==> src/rtl/coffee_pkg.sv <==
// Shared types, price table and coin/button helpers for the coffee machine controller.
package coffee_pkg;

  typedef enum logic [2:0] {
    ST_IDLE,
    ST_SELECTED,
    ST_CHECK,
    ST_DISPENSE,
    ST_ERR_SENSOR,
    ST_ERR_VAL
  } state_t;

  // Order matches the evaluation priority in CHECK: water, powder, cup/nozzle.
  typedef enum logic [1:0] {
    SENS_SR,
    SENS_SP,
    SENS_SN
  } sensor_err_t;

  localparam int unsigned CREDIT_W = 5;

  localparam logic [CREDIT_W-1:0] PRICE_CE01 = 5'd1;
  localparam logic [CREDIT_W-1:0] PRICE_CL02 = 5'd2;
  localparam logic [CREDIT_W-1:0] PRICE_CC05 = 5'd5;
  localparam logic [CREDIT_W-1:0] PRICE_CP10 = 5'd10;

  function automatic logic [CREDIT_W-1:0] price_of(input logic [1:0] sel);
    logic [CREDIT_W-1:0] p;
    case (sel)
      2'd0:    p = PRICE_CE01;
      2'd1:    p = PRICE_CL02;
      2'd2:    p = PRICE_CC05;
      default: p = PRICE_CP10;
    endcase
    return p;
  endfunction

  function automatic logic coin_is_valid(input logic [3:0] val);
    logic ok;
    case (val)
      4'd1, 4'd2, 4'd5, 4'd10: ok = 1'b1;
      default:                 ok = 1'b0;
    endcase
    return ok;
  endfunction

  // Lowest set index wins when several buttons rise in the same cycle.
  function automatic logic [1:0] first_set(input logic [3:0] rise);
    logic [1:0] idx;
    if (rise[0])      idx = 2'd0;
    else if (rise[1]) idx = 2'd1;
    else if (rise[2]) idx = 2'd2;
    else              idx = 2'd3;
    return idx;
  endfunction

endpackage

==> src/rtl/coffee_if.sv <==
// Front-panel, sensor and display/valve signals of the coffee machine controller.
interface coffee_if;
  logic [3:0] btn;
  logic       cancel;
  logic       coin_strobe;
  logic [3:0] coin_val;
  logic       sr_ok;
  logic       sp_ok;
  logic       sn_ok;

  logic       S0, S1, S2, S3;
  logic       SR, SP, SN;
  logic       VL;
  logic       M;
  logic       dispense;
  logic       change_strobe;
  logic [4:0] change_val;

  // master drives the machine inputs; slave is the controller itself.
  modport master (
    output btn, cancel, coin_strobe, coin_val, sr_ok, sp_ok, sn_ok,
    input  S0, S1, S2, S3, SR, SP, SN, VL, M, dispense, change_strobe, change_val
  );

  modport slave (
    input  btn, cancel, coin_strobe, coin_val, sr_ok, sp_ok, sn_ok,
    output S0, S1, S2, S3, SR, SP, SN, VL, M, dispense, change_strobe, change_val
  );
endinterface

==> src/rtl/coffee_cycle_timer.sv <==
// Loadable down-counter; done is high whenever the count has reached zero.
module cycle_timer #(
  parameter int unsigned WIDTH = 27
) (
  input  logic             CLK,
  input  logic             RST,
  input  logic             load,
  input  logic [WIDTH-1:0] load_val,
  output logic             done
);

  logic [WIDTH-1:0] count;

  // NOTE: registers use non-blocking assignments so every flop samples pre-edge values.
  always_ff @(posedge CLK) begin
    if (RST)                count <= '0;
    else if (load)          count <= load_val;
    else if (count != '0)   count <= count - WIDTH'(1);
  end

  assign done = (count == '0);

endmodule

==> src/rtl/coffee_controller.sv <==
// Coffee machine control FSM: selection, payment, sensor check, dispense and error hold.
module coffee_controller
  import coffee_pkg::*;
#(
  parameter int unsigned DISPENSE_CYCLES = 50_000_000,
  parameter int unsigned HOLD_CYCLES     = 100_000_000
) (
  input  logic     CLK,
  input  logic     RST,
  coffee_if.slave  bus
);

  localparam int unsigned MAX_CYC = (DISPENSE_CYCLES > HOLD_CYCLES) ? DISPENSE_CYCLES : HOLD_CYCLES;
  localparam int unsigned TW      = (MAX_CYC > 1) ? $clog2(MAX_CYC) : 1;

  // Loading N-1 keeps the phase alive for exactly N cycles including the entry cycle.
  localparam logic [TW-1:0] DISP_LOAD = TW'(DISPENSE_CYCLES - 1);
  localparam logic [TW-1:0] HOLD_LOAD = TW'(HOLD_CYCLES - 1);

  state_t              state_q, state_d;
  logic [1:0]          sel_q, sel_d;
  logic [CREDIT_W-1:0] credit_q, credit_d;
  sensor_err_t         err_q, err_d;
  logic [3:0]          btn_q;
  logic                cancel_q;
  logic                chg_strobe_q, chg_strobe_d;
  logic [CREDIT_W-1:0] chg_val_q, chg_val_d;

  logic                tmr_load;
  logic [TW-1:0]       tmr_val;
  logic                tmr_done;

  logic [3:0]          btn_rise;
  logic                cancel_rise;
  logic [CREDIT_W-1:0] credit_sum;
  logic [CREDIT_W-1:0] price;

  assign btn_rise    = bus.btn & ~btn_q;
  assign cancel_rise = bus.cancel & ~cancel_q;
  assign credit_sum  = credit_q + CREDIT_W'(bus.coin_val);
  assign price       = price_of(sel_q);

  cycle_timer #(.WIDTH(TW)) u_timer (
    .CLK      (CLK),
    .RST      (RST),
    .load     (tmr_load),
    .load_val (tmr_val),
    .done     (tmr_done)
  );

  always_ff @(posedge CLK) begin
    if (RST) begin
      state_q      <= ST_IDLE;
      sel_q        <= 2'd0;
      credit_q     <= '0;
      err_q        <= SENS_SR;
      btn_q        <= 4'd0;
      cancel_q     <= 1'b0;
      chg_strobe_q <= 1'b0;
      chg_val_q    <= '0;
    end else begin
      state_q      <= state_d;
      sel_q        <= sel_d;
      credit_q     <= credit_d;
      err_q        <= err_d;
      btn_q        <= bus.btn;
      cancel_q     <= bus.cancel;
      chg_strobe_q <= chg_strobe_d;
      chg_val_q    <= chg_val_d;
    end
  end

  // NOTE: every variable gets a default before the case so no latch is inferred.
  always_comb begin
    state_d      = state_q;
    sel_d        = sel_q;
    credit_d     = credit_q;
    err_d        = err_q;
    chg_strobe_d = 1'b0;
    chg_val_d    = '0;
    tmr_load     = 1'b0;
    tmr_val      = HOLD_LOAD;

    case (state_q)
      ST_IDLE: begin
        if (|btn_rise) begin
          sel_d    = first_set(btn_rise);
          credit_d = '0;
          state_d  = ST_SELECTED;
        end
      end

      ST_SELECTED: begin
        // Cancel outranks a coin arriving in the same cycle; that coin is dropped.
        if (cancel_rise) begin
          state_d      = ST_IDLE;
          credit_d     = '0;
          chg_strobe_d = (credit_q != '0);
          chg_val_d    = credit_q;
        end else if (bus.coin_strobe) begin
          if (coin_is_valid(bus.coin_val)) begin
            credit_d = credit_sum;
            if (credit_sum >= price) state_d = ST_CHECK;
          end else begin
            state_d  = ST_ERR_VAL;
            tmr_load = 1'b1;
          end
        end
      end

      ST_CHECK: begin
        chg_strobe_d = 1'b1;
        if (!bus.sr_ok || !bus.sp_ok || !bus.sn_ok) begin
          state_d   = ST_ERR_SENSOR;
          chg_val_d = credit_q;
          tmr_load  = 1'b1;
          if (!bus.sr_ok)      err_d = SENS_SR;
          else if (!bus.sp_ok) err_d = SENS_SP;
          else                 err_d = SENS_SN;
        end else begin
          state_d   = ST_DISPENSE;
          chg_val_d = credit_q - price;
          tmr_load  = 1'b1;
          tmr_val   = DISP_LOAD;
        end
      end

      ST_DISPENSE, ST_ERR_SENSOR: begin
        if (tmr_done) begin
          state_d  = ST_IDLE;
          credit_d = '0;
        end
      end

      ST_ERR_VAL: begin
        if (cancel_rise) begin
          state_d      = ST_IDLE;
          credit_d     = '0;
          chg_strobe_d = (credit_q != '0);
          chg_val_d    = credit_q;
        end else if (tmr_done) begin
          state_d = ST_SELECTED;
        end
      end

      default: begin
        state_d  = ST_IDLE;
        credit_d = '0;
      end
    endcase
  end

  // Message lines decode purely from registered state, so exactly one is ever high.
  always_comb begin
    bus.S0 = 1'b0;
    bus.S1 = 1'b0;
    bus.S2 = 1'b0;
    bus.S3 = 1'b0;
    bus.SR = 1'b0;
    bus.SP = 1'b0;
    bus.SN = 1'b0;
    bus.VL = 1'b0;
    bus.M  = 1'b0;

    case (state_q)
      ST_SELECTED, ST_CHECK, ST_DISPENSE: begin
        case (sel_q)
          2'd0:    bus.S0 = 1'b1;
          2'd1:    bus.S1 = 1'b1;
          2'd2:    bus.S2 = 1'b1;
          default: bus.S3 = 1'b1;
        endcase
      end
      ST_ERR_SENSOR: begin
        case (err_q)
          SENS_SR: bus.SR = 1'b1;
          SENS_SP: bus.SP = 1'b1;
          default: bus.SN = 1'b1;
        endcase
      end
      ST_ERR_VAL: bus.VL = 1'b1;
      default:    bus.M  = 1'b1;
    endcase
  end

  assign bus.dispense      = (state_q == ST_DISPENSE);
  assign bus.change_strobe = chg_strobe_q;
  assign bus.change_val    = chg_val_q;

endmodule

==> src/flat_wrapper.sv <==
// flat-port wrapper written by rule: the top's interface ports become plain ports
module coffee_controller_flat import coffee_pkg::*;
#(
  parameter int unsigned DISPENSE_CYCLES = 50_000_000,
  parameter int unsigned HOLD_CYCLES     = 100_000_000
)
  (CLK, RST, bus_btn, bus_cancel, bus_coin_strobe, bus_coin_val, bus_sr_ok, bus_sp_ok, bus_sn_ok, bus_S0, bus_S1, bus_S2, bus_S3, bus_SR, bus_SP, bus_SN, bus_VL, bus_M, bus_dispense, bus_change_strobe, bus_change_val);
  coffee_if bus_i ();
  input  logic CLK;
  input  logic RST;
  input wire logic [$bits(bus_i.btn)-1:0] bus_btn;
  input wire logic [$bits(bus_i.cancel)-1:0] bus_cancel;
  input wire logic [$bits(bus_i.coin_strobe)-1:0] bus_coin_strobe;
  input wire logic [$bits(bus_i.coin_val)-1:0] bus_coin_val;
  input wire logic [$bits(bus_i.sr_ok)-1:0] bus_sr_ok;
  input wire logic [$bits(bus_i.sp_ok)-1:0] bus_sp_ok;
  input wire logic [$bits(bus_i.sn_ok)-1:0] bus_sn_ok;
  output wire logic [$bits(bus_i.S0)-1:0] bus_S0;
  output wire logic [$bits(bus_i.S1)-1:0] bus_S1;
  output wire logic [$bits(bus_i.S2)-1:0] bus_S2;
  output wire logic [$bits(bus_i.S3)-1:0] bus_S3;
  output wire logic [$bits(bus_i.SR)-1:0] bus_SR;
  output wire logic [$bits(bus_i.SP)-1:0] bus_SP;
  output wire logic [$bits(bus_i.SN)-1:0] bus_SN;
  output wire logic [$bits(bus_i.VL)-1:0] bus_VL;
  output wire logic [$bits(bus_i.M)-1:0] bus_M;
  output wire logic [$bits(bus_i.dispense)-1:0] bus_dispense;
  output wire logic [$bits(bus_i.change_strobe)-1:0] bus_change_strobe;
  output wire logic [$bits(bus_i.change_val)-1:0] bus_change_val;
  assign bus_i.btn = bus_btn;
  assign bus_i.cancel = bus_cancel;
  assign bus_i.coin_strobe = bus_coin_strobe;
  assign bus_i.coin_val = bus_coin_val;
  assign bus_i.sr_ok = bus_sr_ok;
  assign bus_i.sp_ok = bus_sp_ok;
  assign bus_i.sn_ok = bus_sn_ok;
  assign bus_S0 = bus_i.S0;
  assign bus_S1 = bus_i.S1;
  assign bus_S2 = bus_i.S2;
  assign bus_S3 = bus_i.S3;
  assign bus_SR = bus_i.SR;
  assign bus_SP = bus_i.SP;
  assign bus_SN = bus_i.SN;
  assign bus_VL = bus_i.VL;
  assign bus_M = bus_i.M;
  assign bus_dispense = bus_i.dispense;
  assign bus_change_strobe = bus_i.change_strobe;
  assign bus_change_val = bus_i.change_val;
  coffee_controller #(.DISPENSE_CYCLES(DISPENSE_CYCLES), .HOLD_CYCLES(HOLD_CYCLES)) u_core (.CLK(CLK), .RST(RST), .bus(bus_i));
endmodule
==> config.mk <==
export PLATFORM = sky130hd
export DESIGN_NAME = coffee_controller_flat
export DESIGN_NICKNAME = d
export VERILOG_FILES = /design/src/rtl/coffee_pkg.sv /design/src/rtl/coffee_if.sv /design/src/rtl/coffee_cycle_timer.sv /design/src/rtl/coffee_controller.sv /design/src/flat_wrapper.sv
export SDC_FILE = /design/constraint.sdc
export NUM_CORES = 1
export LEC_CHECK = 0
export BUFFER_PORTS_ARGS = -buffer_cell sky130_fd_sc_hd__buf_2
export CAP_MARGIN = 20
export CORE_MARGIN = 2
export CORE_UTILIZATION = 46
export DETAILED_ROUTE_END_ITERATION = 12
export PLACE_DENSITY = 0.72
export SETUP_SLACK_MARGIN = 0.02
export SLEW_MARGIN = 20
export SYNTH_ARGS = -nofsm -noshare
export SYNTH_HDL_FRONTEND = slang
export SYNTH_SLANG_ARGS = --single-unit
==> constraint.sdc <==
create_clock -name CLK -period 4.3 [get_ports CLK]
set_input_delay 0.86 -clock CLK [delete_from_list [all_inputs] [get_ports CLK]]
set_output_delay 0.86 -clock CLK [all_outputs]
set_load 0.01 [all_outputs]
==> summary.txt, run 1 <==
Final layout
  • Final Non-Filler Cells: 443
  • Share of cells above drive strength 1: 16.0%
  • Most common cell after layout, fill and taps aside: dfxtp_1
  • N_diodes: 0
  • Finished Cell Area: 0.00320 mm2
  • Fillers: approximately 560
  • Most frequent cells in the layout: 50 x dfxtp_1, 41 x a21oi_1, 30 x buf_2
  • P&R area growth vs syn: 11.4%
  • Fin nets: slightly below 400

Synth
  • Main flop type after synthesis: dfxtp_1
  • Sequential share of the synthesized area: between 30% and 40%
  • Synthesized-area fraction occupied by and/or/nand/nor cells: just under 30%
  • Synth Area in XOR/XNOR: between 8 and 9%
  • Largest family of logic cells by synthesized area: simple AND/OR/NAND/NOR gates
  • FF+latch count, synth: 50
  • Post-synthesis mux area share: 1.87%
  • Post-Synthesis Cells: 340
  • Synth top area cells: dfxtp_1 35%, a21oi_1 7.1%, xnor2_1 5.8%
  • Top-area cell type share of the netlist area: a little over a third
  • Average cell area after synthesis: approximately 8.5 um2
  • Post-synth EDFFs: 0
  • Syn nets: between 300 and 400
  • Async set or reset register ratio after synthesis: 0%
  • Area leader, netlist: dfxtp_1
  • Post-synthesis compound-gate area fraction: 15.5%
  • Cell Area, Synth: between 0.002 and 0.003 mm2
  • Synth Warn #: 0
  • Post-Synth Adder-Cell Area: under 10%
  • Synth cell types: 50

Global routing
  • Number of global-route vias before repair: 2,314
  • Largest net degree at the start of global routing: between 40 and 50
  • Total GRT Usage: between 10% and 20%
  • First-pass GRT wire length: roughly 11,000 um
  • Antenna violations before repair: 0
  • Global route overflow: 0

Timing
  • Final setup violation count: 0
  • Fmax: 350 MHz
  • Fin. Hold Viols: 0
  • Worst Max-Slew Pin Slew: just under 0.8 ns
  • Setup Skew: 0.0104 ns
  • Max-slew headroom: around half
  • Final TNS setup: 0 ns
  • Final Max Slew Viols: 0
  • Final worst-path cycle share: around two thirds
  • RSZ-0062 raised after global routing: no
  • Min Tclk post-route: ~2.9 ns

Pwr
  • Combinational share of power: between 50% and 60%
  • Clk pwr share: around 15%
  • Max VDD drop: between 0.3 and 0.4 mV
  • Int Power: between 1000 and 1500 uW
  • PwrDens: roughly 710 mW/mm2
  • Switching portion of total power: 43.5%
  • Psw: roughly 990 uW
  • LEAKAGE: between 0.001 and 0.0015 uW
  • Total chip power: around 2300 uW
  • Seq pwr share: between 30% and 40%

Placement
  • Area of placed instances: ~0.003 mm2
  • Gpl congestion: 0.844
  • DP HPWL: 4610 um
  • DP Cell Count: 435
  • IO buf count: 30

Detailed routing
  • DRC viols: 0
  • Detailed-route wire length per cell: between 10 and 15 um
  • Routed Antenna Nets: 0
  • Pre-antenna DRT Iters: 4
  • Total Wirelength: approximately 6300 um
  • Avg Vias per Cell: between 5 and 6
  • DR vias: approximately 2,500
  • Drt initial violations: ~150

Floorplan
  • Die W: a little over 80 um
  • Core region area: around 0.006 mm2
  • DIE HEIGHT: between 80 and 90 um
  • Initial Util: between 40% and 50%
  • I/O pin count: 31
  • Die Footprint: between 0.006 and 0.007 mm2
  • Row count: 28

CTS
  • Clock Latency Late Sink: a little over 0.3 ns
  • Clock Path Buffers: 2
  • Clk root buf: clkbuf_8
  • Post-CTS resize count: 0
  • Clk slew on worst S/H paths: ~0.09 ns
  • H-tree depth: 2
  • Post-CTS Setup Inserts: 0
  • TritonCTS Sinks: 50
  • Hold_buf cts: 0
  • CTS tree: done
  • CTS buffer count: 5

Setup path
  • Crit path arrival time: ~3.1 ns
  • Crit path kind: primary input to flip-flop
  • Critical Path End Type: flip-flop
  • Max FO, Critical Path: 3
  • Data required time of the critical path: around 4.5 ns
  • Worst Setup Start Kind: primary input

Run status
  • Status: finished, final reports clean

Flow run
  • Max_cap viols: 0

Min path
  • Min-Delay Path Class: flip-flop to flip-flop
path summary, 6_finish.rpt:
check,start,endpoint,slack [ns],cells after the start
hold reg to reg,u_core.u_timer.count[26],u_core.u_timer.count[26],0.47,2
setup / recovery,bus_coin_val[0],u_core.state_q[0],1.44,11
hold / removal,u_core.u_timer.count[26],u_core.u_timer.count[26],0.47,2
setup reg to reg,u_core.credit_q[0],u_core.state_q[0],1.66,10
registers in the layout, summed over array words and instances, names as in the netlist:
signal and cells:
u_core.sel_q 2, u_core.btn_q 4, u_core.state_q 3, u_core.err_q 2
u_core.bus.change_strobe 1, u_core.credit_q 5, u_core.bus.change_val 5, u_core.cancel_q 1
u_core.u_timer.count 27
logic make-up (layout without fill, tap and decap cells):
logic type               after synthesis  count (layout)
flip-flops                            50              50
AO/OA/AOI/OAI                         72              72
adder cells (fa/ha/maj)               15              15
XOR/XNOR                              27              27
AND/OR/NAND/NOR                      143             143
buffers and inverters                 28              56
multiplexers                           5               5
through the flow:
step / hold WS (ns) / util [%] / worst slack [ns]
global placement: 0.454 / 51.6 / 1.23
floorplan: 0.442 / - / 1.43
CTS: 0.470 / 53.5 / 1.47
finish: 0.471 / 53.5 / 1.44
global route: 0.494 / 53.5 / 1.29
detailed placement: 0.457 / 51.6 / 1.14
area by class of cell:
cell class              instances  area (um2)  share of cell area [%]
well taps                      75        93.8                    2.93
inverters                      17        63.8                    1.99
clock buffers                   5        68.8                    2.15
repair buffers                 31         158                    4.92
flip-flops and latches         50        1000                    31.3
multi-input cells             262        1770                    55.4
clock inverters                 3        45.0                    1.41
metal layers:
layer  track usage [%]  part of all wire [%]  routed length, um
met5                 0                     0                  0
met1              27.0                    49               3070
met2              28.6                    45               2840
met3              3.88                   5.0                312
met4              4.62                  0.43                 27
worst max-delay path: stages:
cell and delay [ns]:
buf_2 0.10, ha_1 0.17, inv_1 0.06, fa_1 0.39, xnor2_1 0.22, ha_1 0.26
o21ai_0 0.17, a21oi_1 0.06, nor4_1 0.22, a21bo_2 0.20, mux2_2 0.34
Yosys cell counts (3+ instances only):
cell,number
nor2b_1,11
nor4_1,10
nand2b_1,10
mux2_2,3
a21o_1,4
a22oi_1,3
inv_1,17
o21ai_0,10
nand4_1,3
or2_2,3
a21oi_1,41
nor2_1,29
nor3b_1,8
nand3_1,6
nor3_1,17
or3_1,7
nor4_2,3
xnor2_1,19
clkbuf_1,9
nand2_1,21
dfxtp_1,50
xor2_1,8
ha_1,13
power groups by stage:
| stage | clock network (uW) | registers [uW] | logic, uW |
|---|---|---|---|
| 2_1_floorplan | 0 | 723 | 953 |
| 4_1_cts | 347 | 768 | 1160 |
| 5_1_grt | 363 | 793 | 1300 |
| 3_5_place_dp | 0 | 777 | 1150 |
| 3_3_place_gp | 0 | 772 | 1120 |
| 6_report | 337 | 771 | 1160 |
No activity file was read; power rests on OpenSTA's default activity.
==> run 2, diff against run 1 <==
--- a/config.mk
+++ b/config.mk
@@ -5,12 +5,13 @@
 export SDC_FILE = /design/constraint.sdc
 export NUM_CORES = 1
 export LEC_CHECK = 0
+export ABC_AREA = 1
 export BUFFER_PORTS_ARGS = -buffer_cell sky130_fd_sc_hd__buf_2
 export CAP_MARGIN = 20
 export CORE_MARGIN = 2
 export CORE_UTILIZATION = 46
 export DETAILED_ROUTE_END_ITERATION = 12
-export PLACE_DENSITY = 0.72
+export PLACE_DENSITY = 0.74
 export SETUP_SLACK_MARGIN = 0.02
 export SLEW_MARGIN = 20
 export SYNTH_ARGS = -nofsm -noshare
==> constraint.sdc (replaced) <==
create_clock -name CLK -period 2.4 [get_ports CLK]
set_input_delay 0.48 -clock CLK [delete_from_list [all_inputs] [get_ports CLK]]
set_output_delay 0.48 -clock CLK [all_outputs]
set_load 0.01 [all_outputs]
==> run 2 against run 1 <==
Clock skew increased by 0.0071 ns. Hold slack got worse by 0.10 ns. Largest cell class unchanged. Cell area increased by 9.8%. Routed wire length increased by 13%. First-iteration DRC count decreased by 30%.
==> summary.txt, run 2 <==
Run status
  • Status: finished, final reports clean

Global routing
  • Global route overflow: 0 (unchanged)
  • Total GRT Usage: 20.3% (+1.6 points)
  • Antenna violations before repair: 0 (unchanged)
  • First-pass GRT wire length: 12,300 um (+12%)
  • Largest net degree at the start of global routing: 25 (-43%)
  • Number of global-route vias before repair: 2,737 (+18%)

Pwr
  • LEAKAGE: 0.00174 uW (+40%)
  • Max VDD drop: 0.520 mV (+62%)
  • Total chip power: 4640 uW (+100%)
  • PwrDens: 1320 mW/mm2 (+87%)

Placement
  • Gpl congestion: 0.930 (+10%)
  • Area of placed instances: 0.00341 mm2 (+10%)
  • IO buf count: 30 (unchanged)
  • DP Cell Count: 568 (+31%)
  • Setup WS pre-CTS: -0.0372 ns (-1.18 ns)
  • DP HPWL: 5530 um (+20%)

Timing
  • Fmax: about 470 MHz
  • Fin. Hold Viols: 0 (unchanged)
  • Setup Skew: 0.0175 ns (+0.00711 ns)
  • Min Tclk post-route: 2.15 ns
  • Final Max Slew Viols: 0 (unchanged)
  • Final worst setup slack: 0.255 ns (-1.19 ns)
  • Worst Max-Slew Pin Slew: 0.707 ns (-0.0674 ns)
  • Max-slew headroom: 52.4% (+4.0 points)
  • RSZ-0062 raised after global routing: no
  • Final setup violation count: 0 (unchanged)
  • Final worst-path cycle share: roughly nine tenths

CTS
  • CTS tree: done
  • TritonCTS Sinks: 50 (unchanged)
  • Clock Latency Late Sink: 0.32 ns (about the same)
  • H-tree depth: 2 (unchanged)
  • Post-CTS Setup Inserts: 0 (unchanged)
  • Clk slew on worst S/H paths: 0.10 ns (about the same)
  • Hold_buf cts: 0 (unchanged)
  • CTS buffer count: 5 (unchanged)
  • Post-CTS resize count: 0 (unchanged)
  • Clock Path Buffers: 2 (unchanged)
  • Clk root buf: clkbuf_8

Final layout
  • Area taken by multi-input logic gates: 0.00187 mm2 (+5.6%)
  • N_diodes: 0 (unchanged)
  • Share of cells above drive strength 1: 17.5% (+1.5 points)
  • Register Area: 0.00100 mm2 (unchanged)
  • Biggest register: u_core.u_timer.count
  • Finished Cell Area: 0.00352 mm2 (+9.8%)
  • P&R area growth vs syn: 12.3%
  • Most frequent cells in the layout: 91 x nand2_1, 86 x nor2_1, 55 x inv_1
  • Final core utilization: 52.6% (-0.85 points)
  • Max FFs per register: 27 (unchanged)
  • Fin nets: 525 (+32%)
  • Fillers: 661 (+18%)
  • Final Non-Filler Cells: 576 (+30%)
  • Most common cell after layout, fill and taps aside: nand2_1

Detailed routing
  • Total Wirelength: 7090 um (+13%)
  • DR vias: 2,907 (+16%)
  • Detailed-route wire length per cell: 12.3 um (-13%)
  • Drt initial violations: 108 (-30%)
  • Pre-antenna DRT Iters: 4 (unchanged)
  • Routed Antenna Nets: 0 (unchanged)
  • Avg Vias per Cell: 5.05 (-11%)
  • DRC viols: 0 (unchanged)

Synth
  • Top-area cell type share of the netlist area: 32.0% (-2.8 points)
  • Sequential share of the synthesized area: 32.0% (-2.8 points)
  • Cell Area, Synth: 0.00313 mm2 (+8.9%)
  • Average cell area after synthesis: 6.87 um2 (-19%)
  • Synth Warn #: 0 (unchanged)
  • Post-Synthesis Cells: 456 (+34%)
  • FF+latch count, synth: 50 (unchanged)
  • Async set or reset register ratio after synthesis: 0% (unchanged)
  • Area leader, netlist: dfxtp_1
  • Most frequent cells after synthesis: 91 x nand2_1, 86 x nor2_1, 55 x inv_1
  • Post-synth EDFFs: 0 (unchanged)
  • Main flop type after synthesis: dfxtp_1
  • Most numerous cell in the Yosys netlist: nand2_1
  • Synth top area cells: dfxtp_1 32%, nand2_1 11%, nor2_1 10%
  • Synth cell types: 37 (-26%)
  • Syn nets: 486 (+31%)

Floorplan
  • Die Footprint: 0.00748 mm2 (+8.4%)
  • Row count: 30 (+7.1%)
  • Initial Util: 46.9% (-1.1 points)
  • Die W: 86.5 um (+4.1%)
  • Core region area: 0.00668 mm2 (+12%)
  • I/O pin count: 31 (unchanged)
  • DIE HEIGHT: 86.5 um (+4.1%)

Setup path
  • Crit path arrival time: 2.36 ns (-0.70 ns)
  • Critical Path End Type: flip-flop
  • Crit path kind: flip-flop to flip-flop
  • Data required time of the critical path: 2.62 ns (-1.88 ns)
  • Max FO, Critical Path: 6 (+3)
  • Register-to-register setup slack: 0.25 ns (-1.41 ns)
  • Worst Setup Start Kind: flip-flop

Min path
  • Min-Delay Path Class: primary input to flip-flop

Flow run
  • Max_cap viols: 0 (unchanged)
==> run 2: cell families (layout without fill, tap and decap cells) <==
group	after synthesis	in the layout	synth area share [%]
simple gates	250	250	39.1
flops	50	50	32.0
buf+inv	68	108	8.39
compound gates	58	58	9.83
fa+ha+maj	15	15	6.47
xor+xnor	15	15	4.20
==> run 2: final cells by class <==
cell class / count / area share (%)
inverter: 62 / 6.62
multi-input combinational: 338 / 53.2
timing repair buffer: 38 / 5.98
clock buffer: 6 / 2.35
sequential: 50 / 28.5
clock inverter: 2 / 0.498
tap: 80 / 2.85
==> run 2: per-layer routing <==
metal	part of all wire (%)	GRT usage (%)	wire length (um)	up-vias
li1	-	-	-	1523
met1	45	25.9	3220	1314
met2	49	35.2	3490	62
met3	4.2	3.71	300	8
met4	1.2	5.68	85	0
met5	0	0	0	-
==> run 2: worst max-delay path, cell delays in order (launching register included) <==
cell and delay, ns:
dfxtp_1 0.35, ha_1 0.16, inv_1 0.05, fa_1 0.49, inv_1 0.05, ha_1 0.27, nand2_1 0.05, nand2_1 0.05
nand2_1 0.04, nand2_1 0.05, nand2_1 0.05, nand3_1 0.06, nand2_1 0.08, nor2_4 0.14, nand2_1 0.06, nand2_1 0.06
nor2_1 0.04
==> run 2: report_power, final <==
part,internal (uW),total (uW),switching (uW)
Clock,238,551,313
Sequential,1080,1280,208
Combinational,1050,2800,1760
Total,2360,4640,2280
==> run 2: path summary, 6_finish.rpt <==
check,start,to,depth (start not counted)
worst max register to register,u_core.credit_q[0],u_core.state_q[2],16
worst max-delay path,u_core.credit_q[0],u_core.state_q[2],16
worst min-delay path,bus_btn[3],u_core.btn_q[3],3
worst min register to register,u_core.err_q[0],u_core.err_q[0],2
==> run 2: metrics by stage <==
step | hold WS (ns) | TNS [ns]
3_3_place_gp | 0.465 | 0
5_1_grt | 0.385 | 0
6_report | 0.371 | 0
4_1_cts | 0.368 | 0
2_1_floorplan | 0.450 | 0
3_5_place_dp | 0.472 | -0.0902
==> run 3, diff against run 2 <==
--- a/config.mk
+++ b/config.mk
@@ -8,7 +8,7 @@
 export ABC_AREA = 1
 export BUFFER_PORTS_ARGS = -buffer_cell sky130_fd_sc_hd__buf_2
 export CAP_MARGIN = 20
-export CORE_MARGIN = 2
+export CORE_MARGIN = 5
 export CORE_UTILIZATION = 46
 export DETAILED_ROUTE_END_ITERATION = 12
 export PLACE_DENSITY = 0.74
==> run 3 against run 2 <==
Sequential cell count is the same. Hold slack gained 0.0061 ns. Critical path depth unchanged. Core utilization is 0.57 points lower. Die area grew 14%. Clock skew down 0.0028 ns. Combinational power is essentially flat. Largest cell class unchanged. Power rose by 0.77%.
==> summary.txt, run 3 (synthesis results as in run 2) <==
Global routing
  • Total GRT Usage: 17.6% (-2.7 points)
  • Global route overflow: 0 (unchanged)
  • First-pass GRT wire length: 12,400 um (+1.1%)
  • Antenna violations before repair: 0 (unchanged)
  • Met1 usage: 21.5% (-4.4 points)
  • Met2 Use GR: 30.6% (-4.6 points)
  • Met3 Resource Use GR: 3.49% (-0.22 points)
  • Most Crowded Layer GR: met2
  • Largest net degree at the start of global routing: 24 (-4.0%)
  • Number of global-route vias before repair: 2,828 (+3.3%)

Floorplan
  • I/O pin count: 31 (unchanged)
  • Die W: 92.5 um (+6.9%)
  • Die Footprint: 0.00856 mm2 (+14%)
  • Core region area: 0.00672 mm2 (+0.56%)
  • DIE HEIGHT: 92.5 um (+6.9%)
  • Row count: 30 (unchanged)
  • Initial Util: 46.6% (-0.26 points)

Final layout
  • Most frequent cells in the layout: 91 x nand2_1, 86 x nor2_1, 55 x inv_1
  • N_diodes: 0 (unchanged)
  • Most common cell after layout, fill and taps aside: nand2_1
  • Max FFs per register: 27 (unchanged)
  • Biggest register: u_core.u_timer.count
  • Share of cells above drive strength 1: 16.9% (-0.67 points)
  • P&R area growth vs syn: 11.7%
  • Final Non-Filler Cells: 572 (-0.69%)
  • Fin nets: 521 (-0.76%)

Run status
  • Status: finished, final reports clean

CTS
  • Clock Path Buffers: 2 (unchanged)
  • Post-CTS Setup Inserts: 0 (unchanged)
  • Hold_buf cts: 0 (unchanged)
  • CTS tree: done
  • TritonCTS Sinks: 50 (unchanged)
  • CTS buffer count: 5 (unchanged)
  • Clk root buf: clkbuf_8
  • Clk slew on worst S/H paths: 0.09 ns (about the same)
  • H-tree depth: 2 (unchanged)
  • Post-CTS resize count: 0 (unchanged)
  • Clock Latency Late Sink: 0.31 ns (about the same)

Detailed routing
  • Avg Vias per Cell: 5.12 (+1.4%)
  • Detailed-route wire length per cell: 12.6 um (+2.3%)
  • DRC viols: 0 (unchanged)
  • Pre-antenna DRT Iters: 4 (unchanged)
  • DR vias: 2,926 (+0.65%)
  • Total Wirelength: 7200 um (+1.6%)
  • Routed Antenna Nets: 0 (unchanged)
  • Drt initial violations: 114 (+5.6%)

Timing
  • Final worst-path cycle share: 92.6% (+3.2 points)
  • Final Max Slew Viols: 0 (unchanged)
  • Min Tclk post-route: 2.22 ns (+0.0776 ns)
  • Hold Worst Slack: 0.377 ns (+0.00607 ns)
  • Worst Max-Slew Pin Slew: 0.642 ns (-0.0646 ns)
  • Final worst setup slack: 0.177 ns (-0.0776 ns)
  • Setup Skew: 0.0147 ns (-0.00279 ns)
  • Fin. Hold Viols: 0 (unchanged)
  • RSZ-0062 raised after global routing: yes
  • Fmax: 450 MHz (-3.5%)
  • Final setup violation count: 0 (unchanged)
  • Max-slew headroom: 56.7% (+4.4 points)

Setup path
  • Max FO, Critical Path: 6 (unchanged)
  • Data required time of the critical path: 2.61 ns (about the same)
  • Crit path arrival time: 2.43 ns (+0.07 ns)
  • Crit path kind: flip-flop to flip-flop
  • Critical Path End Type: flip-flop
  • Worst Setup Start Kind: flip-flop

Placement
  • Gpl congestion: 0.937 (+0.80%)
  • DP Cell Count: 564 (-0.70%)
  • Setup WS pre-CTS: -0.0789 ns (-0.0417 ns)
  • DP HPWL: 5650 um (+2.2%)
  • IO buf count: 30 (unchanged)

Min path
  • Min-Delay Path Class: primary input to flip-flop

Pwr
  • Total chip power: 4680 uW (+0.77%)
  • LEAKAGE: 0.00172 uW (-1.2%)
  • Max VDD drop: 0.641 mV (+23%)
  • PwrDens: 1340 mW/mm2 (+1.3%)

Flow run
  • Max_cap viols: 0 (unchanged)
-- run 3: changes by cell type in the layout (fill, tap and decap cells not counted), sizes merged --
| cell | before | now |
|---|---|---|
| clkinv | 2 | 0 |
| clkinvlp | 0 | 1 |
| buf | 38 | 34 |
| bufinv | 0 | 1 |
-- run 3: final timing paths --
path	start	cells after the start	slack (ns)	end
worst max-delay path	u_core.credit_q[0]	16	0.18	u_core.state_q[0]
worst min-delay path	bus_btn[3]	3	0.38	u_core.btn_q[3]
worst max register to register	u_core.credit_q[0]	16	0.18	u_core.state_q[0]
worst min register to register	u_core.u_timer.count[4]	2	0.49	u_core.u_timer.count[4]
-- run 3: power breakdown --
group          internal, uW  switching [uW]  leakage, uW  total (uW)
clock network           311             291    0.0000514         603
logic                  1020            1750      0.00126        2770
registers              1080             223     0.000411        1300
total                  2410            2270      0.00172        4680
-- run 3: metal layers --
metal	routed length [um]	vias to the layer above
met1	3280	1332
met4	76	0
met5	0	-
met3	328	7
met2	3520	66
li1	-	1521
-- run 3: area by class of cell --
class                   count  area, um2
fillers                   649       3220
multi-input cells         338       1870
flip-flops and latches     50       1000
inverters                  62        233
repair buffers             34        180
well taps                  80        100
clock buffers               6       72.6
clock inverters             2       37.5
-- run 3: metrics by stage --
stage	TNS, ns	area [um2]	util (%)
after floorplan	0	3130	-
after global placement	0	3380	50.3
after detailed placement	-0.218	3380	50.3
after CTS	0	3490	52.0
after global routing	-0.00554	3500	52.0
final	0	3500	52.0
-- run 3: worst max-delay path: stages, from the launching register on --
cell     delay, ns
dfxtp_2       0.37
ha_1          0.17
inv_1         0.05
fa_1          0.50
inv_1         0.06
ha_1          0.27
nand2_1       0.05
nand2_1       0.05
nand2_1       0.05
nand2_1       0.05
nand2_1       0.04
nand3_1       0.06
nand2_1       0.08
nor2_4        0.15
nand2_1       0.07
nand2_1       0.07
nor2_1        0.04
